$ cat config.mk
export PLATFORM = sky130hd
export DESIGN_NAME = seq_divider_flat
export DESIGN_NICKNAME = d
export VERILOG_FILES = /design/src/rtl/seq_divider_if.sv /design/src/rtl/seq_divider.sv /design/src/flat_wrapper.sv
export SDC_FILE = /design/constraint.sdc
export NUM_CORES = 1
export LEC_CHECK = 0
export BUFFER_PORTS_ARGS = -buffer_cell sky130_fd_sc_hd__buf_2
export CAP_MARGIN = 10
export CORE_ASPECT_RATIO = 1.4
export CORE_UTILIZATION = 30
export DETAILED_ROUTE_END_ITERATION = 10
export GPL_TIMING_DRIVEN = 0
export PLACE_DENSITY = 0.51
export SYNTH_ARGS = -nofsm -noshare
export SYNTH_HDL_FRONTEND = slang
export SYNTH_SLANG_ARGS = --single-unit
$ cat constraint.sdc
create_clock -name clk -period 5.9 [get_ports clk]
set_clock_uncertainty 0.1 [all_clocks]
set_input_delay 0.295 -clock clk [delete_from_list [all_inputs] [get_ports clk]]
set_output_delay 0.295 -clock clk [all_outputs]
set_load 0.01 [all_outputs]
$ cat src/rtl/seq_divider_if.sv
// Handshake and operand/result bundle for seq_divider.
// The master drives the request side, the slave (the divider) drives results.
interface seq_divider_if #(
    parameter int WIDTH = 8
);
    logic             start;
    logic [WIDTH-1:0] dividend;
    logic [WIDTH-1:0] divisor;
    logic             busy;
    logic             done;
    logic [WIDTH-1:0] quotient;
    logic [WIDTH-1:0] remainder;
    logic             dz;

    modport master (
        output start, dividend, divisor,
        input  busy, done, quotient, remainder, dz
    );

    modport slave (
        input  start, dividend, divisor,
        output busy, done, quotient, remainder, dz
    );
endinterface

$ cat src/rtl/seq_divider.sv
// Sequential unsigned restoring divider, one quotient bit per clock, MSB first.
// Optional macro SEQ_DIVIDER_DZ_FAST_EN: a divide-by-zero request finishes one
// edge after capture instead of running all WIDTH iterations.
//
//   state | meaning
//   IDLE  | waiting for start, busy=0, results held
//   RUN   | iterating, busy=1, start ignored
module seq_divider #(
    parameter int WIDTH = 8
) (
    input logic          clk,
    input logic          rst_n,
    seq_divider_if.slave bus
);
    localparam int CW = (WIDTH > 2) ? $clog2(WIDTH) : 1;

    localparam logic [0:0] IDLE = 1'b0;
    localparam logic [0:0] RUN  = 1'b1;

    logic [0:0]       r_state;
    logic [CW-1:0]    r_cnt;
    logic [WIDTH-1:0] r_dvd;
    logic [WIDTH-1:0] r_dvs;
    logic [WIDTH-1:0] r_rem;
    logic [WIDTH-1:0] r_quotient;
    logic [WIDTH-1:0] r_remainder;
    logic             r_dz;
    logic             r_done;

    logic [WIDTH:0]   w_shift;
    logic [WIDTH:0]   w_trial;
    logic             w_ge;
    logic [WIDTH-1:0] w_rem_next;
    logic             w_dz_fast;
    logic             w_last;

    // One restoring step: shift in next dividend bit, trial-subtract divisor.
    // The top bit of w_shift set means the value already exceeds any divisor;
    // otherwise a borrow out of the trial means the subtraction is rejected.
    always_comb begin
        w_shift    = {r_rem, r_dvd[WIDTH-1]};
        w_trial    = w_shift - {1'b0, r_dvs};
        w_ge       = w_shift[WIDTH] | ~w_trial[WIDTH];
        w_rem_next = w_ge ? w_trial[WIDTH-1:0] : w_shift[WIDTH-1:0];
    end

`ifdef SEQ_DIVIDER_DZ_FAST_EN
    assign w_dz_fast = (r_dvs == '0);
`else
    assign w_dz_fast = 1'b0;
`endif

    assign w_last = w_dz_fast || (r_cnt == '0);

    // Control, datapath and result registers.
    // r_dvd doubles as the quotient shift register: dividend bits leave at
    // the top while quotient bits enter at the bottom.
    always_ff @(posedge clk or negedge rst_n) begin
        if (!rst_n) begin
            r_state     <= IDLE;
            r_cnt       <= '0;
            r_dvd       <= '0;
            r_dvs       <= '0;
            r_rem       <= '0;
            r_quotient  <= '0;
            r_remainder <= '0;
            r_dz        <= 1'b0;
            r_done      <= 1'b0;
        end else begin
            r_done <= 1'b0;
            case (r_state)
                IDLE: begin
                    if (bus.start) begin
                        r_dvd   <= bus.dividend;
                        r_dvs   <= bus.divisor;
                        r_rem   <= '0;
                        r_cnt   <= CW'(WIDTH - 1);
                        r_state <= RUN;
                    end
                end
                RUN: begin
                    r_dvd <= {r_dvd[WIDTH-2:0], w_ge};
                    r_rem <= w_rem_next;
                    r_cnt <= r_cnt - 1'b1;
                    if (w_last) begin
                        r_state     <= IDLE;
                        r_done      <= 1'b1;
                        r_dz        <= (r_dvs == '0);
                        r_quotient  <= w_dz_fast ? '1 : {r_dvd[WIDTH-2:0], w_ge};
                        r_remainder <= w_dz_fast ? r_dvd : w_rem_next;
                    end
                end
                default: r_state <= IDLE;
            endcase
        end
    end

    assign bus.busy      = (r_state == RUN);
    assign bus.done      = r_done;
    assign bus.quotient  = r_quotient;
    assign bus.remainder = r_remainder;
    assign bus.dz        = r_dz;
endmodule

$ cat src/flat_wrapper.sv
// flat-port wrapper written by rule: the top's interface ports become plain ports
module seq_divider_flat 
#(
    parameter int WIDTH = 8
)
  (clk, rst_n, bus_start, bus_dividend, bus_divisor, bus_busy, bus_done, bus_quotient, bus_remainder, bus_dz);
  seq_divider_if #(.WIDTH(WIDTH)) bus_i ();
  input logic clk;
  input logic rst_n;
  input wire logic [$bits(bus_i.start)-1:0] bus_start;
  input wire logic [$bits(bus_i.dividend)-1:0] bus_dividend;
  input wire logic [$bits(bus_i.divisor)-1:0] bus_divisor;
  output wire logic [$bits(bus_i.busy)-1:0] bus_busy;
  output wire logic [$bits(bus_i.done)-1:0] bus_done;
  output wire logic [$bits(bus_i.quotient)-1:0] bus_quotient;
  output wire logic [$bits(bus_i.remainder)-1:0] bus_remainder;
  output wire logic [$bits(bus_i.dz)-1:0] bus_dz;
  assign bus_i.start = bus_start;
  assign bus_i.dividend = bus_dividend;
  assign bus_i.divisor = bus_divisor;
  assign bus_busy = bus_i.busy;
  assign bus_done = bus_i.done;
  assign bus_quotient = bus_i.quotient;
  assign bus_remainder = bus_i.remainder;
  assign bus_dz = bus_i.dz;
  seq_divider #(.WIDTH(WIDTH)) u_core (.clk(clk), .rst_n(rst_n), .bus(bus_i));
endmodule
# Yosys cells after proc, flatten, opt, wreduce, memory -nomap -nowiden
# Cells that the tools add are included.
[totals]
regBits = 46
elab_cells = 31
input_bits = 19
output_inout_bits = 19
[classes]
eq_ne = 1
bitwise_logic = 3
n_addsub = 2
n_mux = 12
reduce_logical = 4
[ops]
columns = ["op", "count"]
rows = [
  ["$pmux 8 s2", 2],
  ["$mux 8", 3],
  ["$sub 9x8->9", 1],
  ["$logic_not 8->1", 1],
  ["$pmux 3 s2", 1],
  ["$mux 1", 4],
  ["$reduce_and 2->1", 2],
  ["$logic_not 3->1", 1],
  ["$mux 3", 1],
  ["$sub 3x1->3 const B", 1],
  ["$ne 2x2->1 const B", 1],
  ["$not 1->1", 2],
  ["$pmux 1 s2", 1],
  ["$or 1x1->1", 1],
]

# Longest topological paths before layout
[depth]
ltp_word = 5
ltp_mapped = 11
mapped_depth_nobuf = 9

# Worst setup path before layout
# Ideal clock, no wire load.
[synth_path]
path_type = "register to register"
startpoint = "register u_core.r_rem[6]"
endpoint = "register u_core.r_rem[4]"
arrival_time_ns = 1.995
stages_incl_launch_ff = 10
slack_ns = 3.673
path_cell_list = "dfrtp_1 > ha_1 > buf_6 > a211o_1 > a31oi_4 > and2_4 > buf_6 > buf_6 > mux2i_1 > mux2i_1"
[synth_via]
elab_chain_cells = 5
[synth_rtl]
columns = ["element", "line_no", "source"]
rows = [
  ["start: declaration", "seq_divider.sv:24", "logic [WIDTH-1:0] r_rem;"],
  ["start signal: assignment", "seq_divider.sv:83", "r_rem <= w_rem_next;"],
  ["$sub 9x8->9", "seq_divider.sv:42", "w_trial = w_shift - {1'b0, r_dvs};"],
  ["$not 1->1", "seq_divider.sv:43", "w_ge = w_shift[WIDTH] | ~w_trial[WIDTH];"],
  ["$or 1x1->1", "seq_divider.sv:43", ""],
  ["$mux 8", "seq_divider.sv:44", "w_rem_next = w_ge ? w_trial[WIDTH-1:0] : w_shift[WIDTH-1:0];"],
  ["$pmux 8 s2", "seq_divider.sv:71", "case (r_state)"],
]
# No other way between the ends.
# A chain may end at the register's enable or synchronous reset.

# Worst setup path after layout
# Ends and elaborated chain as after synthesis.

==> key figures <==
Routing
  – Vias: around 1.9k
  – Drt first pass iters: 7
  – DRT iter0 DRCs: between 100 and 150
  – DR WL/cell: 14.1 um
  – Final WL: between 5 and 6 mm
  – Vias per inst: ~4.9
  – Antenna-violating nets left: 0
  – DRC viols: 0

Global routing
  – First-pass GRT wire length: 9.34 mm
  – Initial antenna violation count: 0
  – Largest net degree at the start of global routing: 47
  – Vias in the first global route: approximately 1.9k
  – GR Overflow Total: 0
  – GRT Total Usage: 0.145

Pwr
  – LEAKAGE: between 0.001 and 0.0015 uW
  – Highest ir drop seen on vdd: roughly 0.00018 V
  – PwrDens: between 600 and 700 mW/mm^2
  – Final total power: 1850 uW

STA
  – Final hold viol count: 0
  – Final Max Tran Viols: 0
  – Slew @ Worst Pin: 1.02 ns
  – Fin Setup TNS: 0 ns
  – Post-layout min period: roughly 2.6 ns
  – Rel. slew slack: 0.322
  – Unrepaired setup endpoints after global routing: no
  – Crit share post-route: 0.434
  – Fmax: 390 MHz
  – Setup violators final: 0

Placed design
  – Inst Count DP: 380
  – Count of input and output buffers: 36
  – GP Congestion: 0.826
  – HPWL Detailed: slightly above 4 mm

Clock network
  – Clk pin slew, worst setup/hold paths: roughly 0.090 ns
  – Setup Fix Bufs, Post-CTS: 0
  – Clock sink count: 46
  – CTS Buffer Depth: 2
  – Post-CTS Hold Buffers: 0
  – CTS tree: yes
  – Inserted Clock Buffers: 5
  – CTS resizes: 0
  – CTS Root Cell: clkbuf_8
  – Clk Latency, worst-skew pair: roughly 0.31 ns
  – Level count of the clock H-tree: 2

Critical path
  – Reg2Reg Depth: 9
  – R2R Path Start: u_core.r_rem[6]
  – Number of cells on the critical path: 9
  – Critical Path Start: u_core.r_rem[6]
  – CP Launch Type: flop
  – Critical Path End Type: flop
  – Critical path buffers and inverters: 3
  – Slowest cell on crit path: dfrtp_1
  – Crit path cell chain: ha_1 -> buf_6 -> a211o_1 -> a31oi_4 -> and2_4 -> buf_6 -> buf_6 -> mux2i_1 -> mux2i_1
  – Worst-path fanout max: 10
  – Critical Path RT: about 6.0 ns
  – Crit path largest cell delay: between 0.4 and 0.5 ns
  – Crit path DAT: 2.65 ns
  – Reg2Reg Capture Point: u_core.r_rem[4]
  – Crit Path Class: flop to flop
  – Reg2reg setup slack: ~3.3 ns
  – CP dominant cell by count: buf_6
  – Delay-heaviest family, CP: compound AO/OA/AOI/OAI gates

Flow run
  – Max-Cap Viols: 0

Layout
  – Post-layout util: 0.369
  – Ant. Diodes: 0
  – Finished Layout Cells: 388
  – Nets: 320
  – Fillers: between 800 and 900
  – Share of layout cells above drive strength 1: 0.175
  – Area added between synthesis and finish: 17.3%

Logic synthesis
  – Area of the mapped netlist: 0.00236 mm^2
  – Area leader, netlist: dfrtp_1
  – Number of flops mapped to enable cells by yosys: 0
  – Synthesized instance count: around 250
  – Synth area leaders: dfrtp_1 49%, nand2_1 8.8%, mux2i_1 6.8%
  – Netlist cell types: 40
  – Synth async-reset ratio: 1.00
  – Most used DFF post-synth: dfrtp_1
  – Synth Warn #: 0
  – Synth Register Bits: 46
  – Syn Nets: between 200 and 300
  – Mean Syn Cell Area: between 9 and 10 um^2
  – Register area share after synthesis: 0.488
  – Area share of the largest cell type after synthesis: 0.488

Floorplan
  – Chip height: between 100 and 150 um
  – Num rows: 37
  – Die ar.: ~0.0082 mm^2
  – Ports: 38
  – Starting Density: 0.314
  – Core Region: roughly 0.0075 mm^2
  – Die X: around 77 um

Worst hold path
  – Worst min path class: input pin to async pin

Outcome
  – Outcome: finished clean
==> power breakdown <==
group          switching, uW  internal [uW]
combinational            600            452
sequential               108            475
clock                    110            107
total                    818           1030
==> how the worst max path moves through the flow <==
| stage | slack [ns] | endpoint |
|---|---|---|
| floorplan | 3.67 | u_core.r_rem[4] |
| global placement | 3.36 | u_core.r_rem[4] |
| detailed placement | 3.35 | u_core.r_rem[4] |
| CTS | 3.34 | u_core.r_rem[4] |
| global route | 3.23 | u_core.r_rem[4] |
| finish | 3.34 | u_core.r_rem[4] |
==> synth_stat cells, types with 3 or more instances <==
library cell and number:
a21o_1 3, buf_1 3, and2_1 3, nor2_1 5, mux2i_1 16, nor3_1 5, ha_1 10, clkbuf_1 7
a21oi_1 13, a31oi_1 6, nand2_1 55, o21ai_0 19, inv_1 15, o21ai_1 6, nand3_1 3, buf_6 3
dfrtp_1 46
==> per-layer routing <==
layer	track usage	part of all wire	wire length [um]
met1	0.167	0.42	2300
met2	0.268	0.54	2950
met3	0.0238	0.025	135
met4	0.0495	0.015	82
met5	0	0	0
==> cell type report <==
cell class	count	area, um^2	area share
Tap cell	97	121	0.0439
Inverter	15	56.3	0.0204
Clock buffer	7	96.3	0.0349
Sequential cell	46	1150	0.416
Multi-Input combinational cell	172	1070	0.388
Clock inverter	1	8.76	0.00317
Buffer	14	78.8	0.0285
Timing Repair Buffer	36	180	0.0652
==> flip-flops by register name, indices dropped and copies added (netlist names) <==
signal / count
u_core.bus.quotient: 8
u_core.bus.remainder: 8
u_core.r_dvd: 8
u_core.r_dvs: 8
u_core.r_rem: 8
u_core.r_cnt: 3
u_core.bus.busy: 1
u_core.bus.done: 1
u_core.bus.dz: 1
==> layout by cell type (no fill, tap or decap), drive strengths merged, types with 2 or more instances in the layout <==
master	n
xor2	2
nor2	5
xnor2	2
o21ai	25
a31oi	7
and2	4
nand3	3
a211o	2
nor3	5
mux2i	16
a21o	3
clkbuf	14
nor4	2
dfrtp	46
ha	10
inv	15
buf	43
a21oi	13
nand2	55
nor3b	2
nand2b	2
==> stage by stage <==
| step | instance area, um^2 | hold WS [ns] | setup WS [ns] |
|---|---|---|---|
| after floorplan | 2360 | -0.101 | 3.67 |
| after global placement | 2660 | 0.354 | 3.36 |
| after detailed placement | 2660 | 0.358 | 3.35 |
| after CTS | 2760 | 0.0972 | 3.34 |
| after global routing | 2760 | 0.102 | 3.23 |
| final | 2760 | 0.0501 | 3.34 |
==> logic make-up (layout without fill, tap and decap cells) <==
| group | after synthesis | after routing | share of synthesized area |
|---|---|---|---|
| buffers and inverters | 29 | 73 | 0.0573 |
| multiplexers | 17 | 17 | 0.0727 |
| AO/OA/AOI/OAI | 56 | 56 | 0.144 |
| flip-flops | 46 | 46 | 0.488 |
| adder cells (fa/ha/maj) | 11 | 11 | 0.0616 |
| AND/OR/NAND/NOR | 84 | 84 | 0.161 |
| XOR/XNOR | 4 | 4 | 0.0149 |
(Power assumes the default switching activity.)
